`config.mk`:
```
export PLATFORM = sky130hd
export DESIGN_NAME = neuron_trainer
export DESIGN_NICKNAME = d
export VERILOG_FILES = /design/src/rtl/neuron_pkg.sv /design/src/rtl/neuron_activation.sv /design/src/rtl/neuron_trainer.sv
export SDC_FILE = /design/constraint.sdc
export NUM_CORES = 1
export LEC_CHECK = 0
export CAP_MARGIN = 25
export CORE_ASPECT_RATIO = 0.6
export CORE_MARGIN = 4
export CORE_UTILIZATION = 45
export DETAILED_ROUTE_END_ITERATION = 7
export HOLD_SLACK_MARGIN = 0.15
export PLACE_DENSITY = 0.59
export SLEW_MARGIN = 20
export SYNTH_ARGS = -nofsm -noshare
export SYNTH_HDL_FRONTEND = slang
export SYNTH_SLANG_ARGS = --single-unit
```
`constraint.sdc`:
```
create_clock -name clk -period 13.8 [get_ports clk]
set_input_delay 2.76 -clock clk [delete_from_list [all_inputs] [get_ports clk]]
set_output_delay 2.76 -clock clk [all_outputs]
set_load 0.01 [all_outputs]
```
`src/rtl/neuron_pkg.sv`:
```
// rtl/neuron_pkg.sv - shared widths, FSM states and weight saturation for neuron_trainer
package neuron_pkg;
    localparam int W_WIDTH   = 14;
    localparam int X_WIDTH   = 7;
    localparam int T_WIDTH   = 2;
    localparam int ACC_WIDTH = 23;

    localparam logic signed [ACC_WIDTH-1:0] W_MAX = ACC_WIDTH'((1 << (W_WIDTH - 1)) - 1);
    localparam logic signed [ACC_WIDTH-1:0] W_MIN = ACC_WIDTH'(-(1 << (W_WIDTH - 1)));

    typedef enum logic [1:0] {IDLE, REQ, UPDATE, DONE} state_t;

    function automatic logic signed [W_WIDTH-1:0] sat_w(input logic signed [ACC_WIDTH-1:0] v);
        logic signed [ACC_WIDTH-1:0] c;
        if (v > W_MAX)
            c = W_MAX;
        else if (v < W_MIN)
            c = W_MIN;
        else
            c = v;
        return c[W_WIDTH-1:0];
    endfunction
endpackage

```
`src/rtl/neuron_activation.sv`:
```
// rtl/neuron_activation.sv - bipolar threshold activation with a symmetric dead zone of THETA
module neuron_activation
    import neuron_pkg::*;
#(
    parameter int THETA = 0
) (
    input  logic signed [ACC_WIDTH-1:0] yin,
    output logic signed [T_WIDTH-1:0]   y
);
    localparam logic signed [ACC_WIDTH-1:0] TH = ACC_WIDTH'(THETA);

    always_comb begin
        y = '0;
        if (yin > TH)
            y = T_WIDTH'(1);
        else if (yin < -TH)
            y = '1;
    end
endmodule

```
`src/rtl/neuron_trainer.sv`:
```
// rtl/neuron_trainer.sv - perceptron trainer for two inputs plus bias, repeating epochs until no change
// Optional epoch limit: define NEURON_EPOCH_LIMIT_EN to stop after MAX_EPOCHS unconverged epochs.
module neuron_trainer
    import neuron_pkg::*;
#(
    parameter int ALPHA      = 1,
    parameter int THETA      = 0,
    parameter int W_WIDTH    = 14,
    parameter int MAX_EPOCHS = 1024
) (
    input  logic                        clk,
    input  logic                        rst,
    input  logic                        start,
    input  logic [31:0]                 nInput,
    input  logic signed [X_WIDTH-1:0]   x1Input,
    input  logic signed [X_WIDTH-1:0]   x2Input,
    input  logic signed [T_WIDTH-1:0]   tInput,
    input  logic                        dataReady,
    output logic                        requestFlag,
    output logic                        done,
    output logic signed [W_WIDTH-1:0]   w1,
    output logic signed [W_WIDTH-1:0]   w2,
    output logic signed [W_WIDTH-1:0]   b
);
    localparam logic signed [ACC_WIDTH-1:0] ALPHA_A = ACC_WIDTH'(ALPHA);

    state_t                      state, state_n;
    logic [31:0]                 n_reg, cnt, cnt_inc;
    logic                        changed, changed_n, miss, epoch_end, epoch_limit;
    logic signed [X_WIDTH-1:0]   x1_r, x2_r;
    logic signed [T_WIDTH-1:0]   t_r, y;
    logic signed [ACC_WIDTH-1:0] yin, db, d1, d2;

    assign yin = ACC_WIDTH'(b) + ACC_WIDTH'(w1) * ACC_WIDTH'(x1_r) + ACC_WIDTH'(w2) * ACC_WIDTH'(x2_r);
    assign db  = ALPHA_A * ACC_WIDTH'(t_r);
    assign d1  = db * ACC_WIDTH'(x1_r);
    assign d2  = db * ACC_WIDTH'(x2_r);

    neuron_activation #(.THETA(THETA)) u_act (
        .yin (yin),
        .y   (y)
    );

    // A zero target still counts as a miss when the neuron fires, even though the update is zero.
    assign miss      = (y != t_r);
    assign changed_n = changed | miss;
    assign cnt_inc   = cnt + 32'd1;
    assign epoch_end = (cnt_inc == n_reg);

`ifdef NEURON_EPOCH_LIMIT_EN
    logic [31:0] epochs;

    always_ff @(posedge clk) begin
        if (rst)
            epochs <= '0;
        else if (state == IDLE && start)
            epochs <= '0;
        else if (state == UPDATE && epoch_end)
            epochs <= epochs + 32'd1;
    end

    assign epoch_limit = ((epochs + 32'd1) >= 32'(MAX_EPOCHS));
`else
    logic unused_max_epochs;
    assign unused_max_epochs = (MAX_EPOCHS != 0);
    assign epoch_limit       = 1'b0;
`endif

    always_comb begin
        state_n = state;
        case (state)
            IDLE:    if (start) state_n = (nInput == 32'd0) ? DONE : REQ;
            REQ:     if (dataReady) state_n = UPDATE;
            UPDATE:  state_n = (epoch_end && (!changed_n || epoch_limit)) ? DONE : REQ;
            DONE:    state_n = DONE;
            default: state_n = IDLE;
        endcase
    end

    always_ff @(posedge clk) begin
        if (rst) begin
            state       <= IDLE;
            requestFlag <= 1'b0;
            done        <= 1'b0;
            w1          <= '0;
            w2          <= '0;
            b           <= '0;
            n_reg       <= '0;
            cnt         <= '0;
            changed     <= 1'b0;
            x1_r        <= '0;
            x2_r        <= '0;
            t_r         <= '0;
        end else begin
            state       <= state_n;
            requestFlag <= (state_n == REQ);
            done        <= (state_n == DONE);
            case (state)
                IDLE: begin
                    if (start) begin
                        n_reg   <= nInput;
                        w1      <= '0;
                        w2      <= '0;
                        b       <= '0;
                        cnt     <= '0;
                        changed <= 1'b0;
                    end
                end
                REQ: begin
                    if (dataReady) begin
                        x1_r <= x1Input;
                        x2_r <= x2Input;
                        t_r  <= tInput;
                    end
                end
                UPDATE: begin
                    if (miss) begin
                        w1 <= sat_w(ACC_WIDTH'(w1) + d1);
                        w2 <= sat_w(ACC_WIDTH'(w2) + d2);
                        b  <= sat_w(ACC_WIDTH'(b) + db);
                    end
                    if (epoch_end) begin
                        cnt     <= '0;
                        changed <= 1'b0;
                    end else begin
                        cnt     <= cnt_inc;
                        changed <= changed_n;
                    end
                end
                default: ;
            endcase
        end
    end
endmodule

```
==> flow_metrics.env, run 1 <==
export IMPL_crit_fanout=55
export IMPL_async_reset_ff_frac=0
export IMPL_hold_viol_final=0
export IMPL_grt_max_degree=59
export IMPL_maxCapViolCount=0
export IMPL_drc=0
export IMPL_synth_area_leaders="fa_1 27%, dfxtp_1 15%, ha_1 9.0%"
export IMPL_clockBufferDepth=2
export IMPL_ys_ff_latch=127
export IMPL_reg2reg_depth=22
export IMPL_crit_reg2reg_capture="b[13]"
export IMPL_r2r_slack_ps=5410
export IMPL_htreeDepth=4
export IMPL_ir_worst_vdd_mv=0.0802
export IMPL_drv_slew=0
export IMPL_die_x_microns=256
export IMPL_skew_ps=14.8
export IMPL_yosys_warnings=0
export IMPL_first_global_vias=13400
export IMPL_clkSlewWorstSetupHoldPaths_ps=70
export IMPL_globalplace_congestion=0.973
export IMPL_endpoint_kind="flip-flop"
export IMPL_yosysTopAreaCellShare=0.271
export IMPL_clock_latency_ps=450
export IMPL_highest_signal_layer="met4"
export IMPL_mostFrequentLayoutCells="279 x inv_1, 260 x nand2_1, 225 x fa_1, 127 x dfxtp_1, 122 x a21oi_1"
export IMPL_track_usage=0.259
export IMPL_grt_ovfl_total=0
export IMPL_power_leakage_nw=8.45
export IMPL_tightest_slew_ps=1030
export IMPL_setup_tns_ps=0
export IMPL_status="finished clean"
export IMPL_r2r_start="x1_r[6]"
export IMPL_cp_startpoint="x1_r[6]"
export IMPL_hold_slack_ps=469
export IMPL_nNetsFinal=2406
export IMPL_met2WireLength_microns=18200
export IMPL_first_pass_iters=5
export IMPL_initial_core_util=0.457
export IMPL_synth_nets=2373
export IMPL_wire_per_inst_microns=20.7
export IMPL_num_io_pins=96
export IMPL_fmax_ghz=0.119
export IMPL_viasPerCell=5.57
export IMPL_clock_sinks=127
export IMPL_drt_iter0_drc=1273
export IMPL_hpwl_microns=42000
export IMPL_cts_made_buffers=17
export IMPL_post_cts_buffers=0
export IMPL_min_delay_path_class="flip-flop to flip-flop"
export IMPL_relSlewSlack=0.315
export IMPL_crit_end="b[13]"
export IMPL_drive_gt1_frac=0.0351
export IMPL_synth_main_ff_cell="dfxtp_1"
export IMPL_fin_crit_ps=8390
export IMPL_required_ps=14130
export IMPL_setup_viol=0
export IMPL_num_vias=13900
export IMPL_cts_tree="done"
export IMPL_die_height_microns=157
export IMPL_synth_edf_count=0
export IMPL_critPathLaunchType="flip-flop"
export IMPL_synthesis_instances=1976
export IMPL_met3_length_microns=6090
export IMPL_period_share=0.608
export IMPL_antenna_found_initial=0
export IMPL_synth_cell_type_count=75
export IMPL_avgSynthCellArea_sq_um=8.42
export IMPL_synth_largest_area_cell="fa_1"
export IMPL_syn_area_sq_um=16600
export IMPL_dieArea_sq_um=40200
export IMPL_final_common_cell="inv_1"
export IMPL_area_growth_synth_to_final_pct=11.1
export IMPL_rsz0062_at_grt="no"
export IMPL_clockRootBuffer="clkbuf_16"
export IMPL_finalWirelength_microns=51600
export IMPL_fp_row_count=54
export IMPL_cts_resized=0
export IMPL_cp_data_arrival_time_ps=8720
export IMPL_final_antenna_net_count=0
export IMPL_antenna_cells=0
export IMPL_crit_type="flip-flop to flip-flop"
export IMPL_powerDensity_nw_per_um2=56.8
export IMPL_wl_met1_microns=26800
export IMPL_core_sq_um=36400
export IMPL_grt_pass1_wl_microns=80600
export IMPL_portBuffers=95
export IMPL_hold_buffers=0
export IMPL_yosysSeqAreaShare=0.153
[worst min-delay path by stage]
stage	slack, ps	startpoint	depth (start not counted)	endpoint
floorplan	450	n_reg[10]	2	n_reg[10]
global placement	460	changed	2	changed
detailed placement	460	n_reg[19]	2	n_reg[19]
CTS	470	n_reg[19]	2	n_reg[19]
global route	490	n_reg[1]	2	n_reg[1]
finish	470	n_reg[8]	2	n_reg[8]
[logic make-up (layout without fill, tap and decap cells)]
logic type	count (synthesis)	after routing	synth area share
flip-flops	127	127	0.153
adder cells (fa/ha/maj)	349	349	0.363
multiplexers	7	7	0.00428
AND/OR/NAND/NOR	647	647	0.195
AO/OA/AOI/OAI	367	367	0.139
XOR/XNOR	108	108	0.0577
buffers and inverters	371	417	0.0876
[metal layers]
metal / global-route usage / vias up
met5: 0 / -
met4: 0.0449 / 0
met3: 0.0925 / 28
met2: 0.315 / 590
met1: 0.426 / 6726
li1: - / 6577
[final cells by class]
| class | instances | area [sq um] |
|---|---|---|
| clock buffers | 18 | 429 |
| clock inverters | 14 | 181 |
| fillers | 3434 | 17900 |
| inverters | 279 | 1050 |
| multi-input cells | 1478 | 12700 |
| flip-flops and latches | 127 | 2540 |
| well taps | 476 | 596 |
| repair buffers | 106 | 1030 |
[synth_stat cells (all sizes together) (55+ instances only)]
cell    instances
and2          105
nand3          62
nand2         260
nor2           55
o21ai          87
a21oi         122
dfxtp         127
inv           279
ha            120
clkbuf         73
xnor2          74
fa            225
[critical path, cell delays in order, from the launching register on]
cell and delay, ps:
dfxtp_1 550, inv_1 320, nor2_1 240, fa_1 450, fa_1 540, fa_1 540, fa_1 540, fa_1 570
inv_1 60, fa_1 530, inv_1 50, ha_1 390, nand2_1 160, o31a_1 360, o211ai_1 370, a21oi_1 170
or3_1 380, and2_1 180, xnor2_1 170, o311ai_4 740, buf_4 590, a211oi_1 90, a31o_2 240
[where the power goes]
part | switching, mW | leakage (nW) | total (mW) | internal, mW
Clock | 0.197 | 0.296 | 0.484 | 0.287
Sequential | 0.0150 | 1.03 | 0.390 | 0.375
Combinational | 0.104 | 7.12 | 0.176 | 0.0715
Total | 0.316 | 8.45 | 1.05 | 0.734
[through the flow]
| step | setup WS, ps | util | total power [mW] | instance area [sq um] | cells |
|---|---|---|---|---|---|
| after floorplan | 6860 | - | 0.508 | 16600 | 1976 |
| after global placement | 5650 | 0.491 | 0.570 | 17900 | 2465 |
| after detailed placement | 5540 | 0.491 | 0.571 | 17900 | 2465 |
| after CTS | 5490 | 0.508 | 1.05 | 18500 | 2497 |
| after global routing | 4920 | 0.508 | 1.10 | 18500 | 2498 |
| final | 5410 | 0.508 | 1.05 | 18500 | 2498 |
(Power assumes the default switching activity.)
==> run 2, diff against run 1 <==
==> constraint.sdc (replaced) <==
create_clock -name clk -period 8 [get_ports clk]
set_input_delay 1.6 -clock clk [delete_from_list [all_inputs] [get_ports clk]]
set_output_delay 1.6 -clock clk [all_outputs]
set_load 0.01 [all_outputs]
==> run 2 against run 1 <==
Net effect:
- first-iteration DRC count grew 0.55%
- highest routed layer unchanged
- worst setup slack worse by 5000 ps
- worst hold slack improved by 0.53 ps
- sequential share of layout area down 0.22 points
- flip-flop and latch count unchanged
- power increased by 76%
==> flow_metrics.env, run 2 (synthesized netlist as in run 1, its figures left out) <==
export IMPL_grt_pass1_wl_microns=81900
export IMPL_rsz0062_at_grt="no"
export IMPL_r2r_slack_ps=420
export IMPL_layout_setup_ws_ps=419
export IMPL_wire_per_inst_microns=21.0
export IMPL_hold_buffers=0
export IMPL_maxCapViolCount=0
export IMPL_tightest_slew_ps=1100
export IMPL_die_height_microns=157
export IMPL_critPathMaxStageDelay_ps=630
export IMPL_hold_viol_final=0
export IMPL_crit_fanout=8
export IMPL_final_antenna_net_count=0
export IMPL_powerDensity_nw_per_um2=98.4
export IMPL_cp_data_arrival_time_ps=7900
export IMPL_htreeDepth=4
export IMPL_relSlewSlack=0.251
export IMPL_crit_type="flip-flop to flip-flop"
export IMPL_nNetsFinal=2443
export IMPL_reg2reg_depth=25
export IMPL_die_x_microns=256
export IMPL_num_vias=14100
export IMPL_hpwl_microns=44000
export IMPL_core_sq_um=36400
export IMPL_cp_startpoint="w1[13]"
export IMPL_clockRootBuffer="clkbuf_16"
export IMPL_ir_worst_vdd_mv=0.168
export IMPL_setup_tns_ps=0
export IMPL_final_common_cell="inv_1"
export IMPL_clkSlewWorstSetupHoldPaths_ps=60
export IMPL_finalWirelength_microns=53200
export IMPL_cts_made_buffers=17
export IMPL_area_growth_synth_to_final_pct=13.1
export IMPL_drc=0
export IMPL_mostFrequentLayoutCells="279 x inv_1, 259 x nand2_1, 225 x fa_1, 123 x dfxtp_1"
export IMPL_hold_slack_ps=469
export IMPL_skew_ps=20.1
export IMPL_dieArea_sq_um=40200
export IMPL_cp_slowest_cell="dfxtp_1"
export IMPL_grt_ovfl_total=0
export IMPL_globalplace_congestion=0.975
export IMPL_first_global_vias=13600
export IMPL_clock_sinks=127
export IMPL_power_leakage_nw=8.66
export IMPL_clockBufferDepth=2
export IMPL_viasPerCell=5.56
export IMPL_initial_core_util=0.457
export IMPL_required_ps=8320
export IMPL_status="finished clean"
export IMPL_crit_end="w2[4]"
export IMPL_drive_gt1_frac=0.0559
export IMPL_endpoint_kind="flip-flop"
export IMPL_antenna_found_initial=1
export IMPL_grt_max_degree=53
export IMPL_fmax_ghz=0.132
export IMPL_min_delay_path_class="flip-flop to flip-flop"
export IMPL_setup_viol=0
export IMPL_fp_row_count=54
export IMPL_drt_iter0_drc=1280
export IMPL_num_io_pins=96
export IMPL_portBuffers=95
export IMPL_drv_slew=0
export IMPL_track_usage=0.266
export IMPL_r2r_start="w1[13]"
export IMPL_dpl_worst_slack_ps=260
export IMPL_critPathLaunchType="flip-flop"
export IMPL_antenna_cells=0
export IMPL_crit_reg2reg_capture="w2[4]"
export IMPL_first_pass_iters=5
export IMPL_cts_tree="done"
export IMPL_fin_crit_ps=7580
export IMPL_period_share=0.948
export IMPL_clock_latency_ps=450
==> run 2: cell types whose count changed in the layout (fill, tap and decap cells not counted), moves of 2 or more <==
cell / before / now
clkbuf_8: 0 / 2
buf_4: 10 / 47
dfxtp_2: 0 / 4
dfxtp_1: 127 / 123
inv_6: 4 / 1
a21oi_1: 122 / 120
a21oi_2: 0 / 2
==> run 2: final cells by class <==
class / count / area (sq um)
Clock buffer: 20 / 457
Fill cell: 3335 / 17600
Multi-Input combinational cell: 1478 / 12700
Sequential cell: 127 / 2550
Clock inverter: 12 / 184
Timing Repair Buffer: 143 / 1320
Tap cell: 476 / 596
Inverter: 279 / 1050
==> run 2: stage by stage <==
stage	instance area, sq um	utilization	total power [mW]	cells
6_report	18800	0.517	1.85	2535
5_1_grt	18800	0.517	1.93	2535
4_1_cts	18800	0.516	1.86	2533
3_5_place_dp	18100	0.498	0.992	2501
3_3_place_gp	18100	0.498	0.987	2500
2_1_floorplan	16600	-	0.876	1976
==> run 2: worst min-delay path by stage <==
stage / startpoint / endpoint / slack, ps / cells past startpoint
global placement: changed / changed / 460 / 2
global route: n_reg[8] / n_reg[8] / 490 / 2
finish: n_reg[12] / n_reg[12] / 470 / 2
detailed placement: n_reg[19] / n_reg[19] / 460 / 2
floorplan: n_reg[10] / n_reg[10] / 450 / 2
CTS: n_reg[19] / n_reg[19] / 470 / 2
==> run 2: metal layers <==
layer | track usage | vias to the layer above | wire length (microns)
met4 | 0.0381 | 0 | 481
li1 | - | 6628 | -
met5 | 0 | - | 0
met2 | 0.327 | 585 | 18900
met3 | 0.120 | 34 | 7160
met1 | 0.421 | 6857 | 26700
==> run 2: timing repair <==
| item | 4_1_cts | 5_1_grt |
|---|---|---|
| resized for setup | 0 | 7 |
| buffers inserted | 0 | 1 |
| setup endpoints to repair | 0 | 30 |
==> run 2: critical path: cells and delay by family (launching register included) <==
| family | cells | cell delay [ps] |
|---|---|---|
| fa+ha+maj | 7 | 3400 |
| simple gates | 6 | 1750 |
| compound gates | 5 | 1050 |
| flops | 1 | 630 |
| buf+inv | 7 | 620 |
==> run 2: where the power goes <==
part | internal [mW] | switching (mW) | total, mW
logic | 0.128 | 0.189 | 0.317
registers | 0.648 | 0.0205 | 0.668
clock network | 0.540 | 0.328 | 0.868
total | 1.32 | 0.537 | 1.85
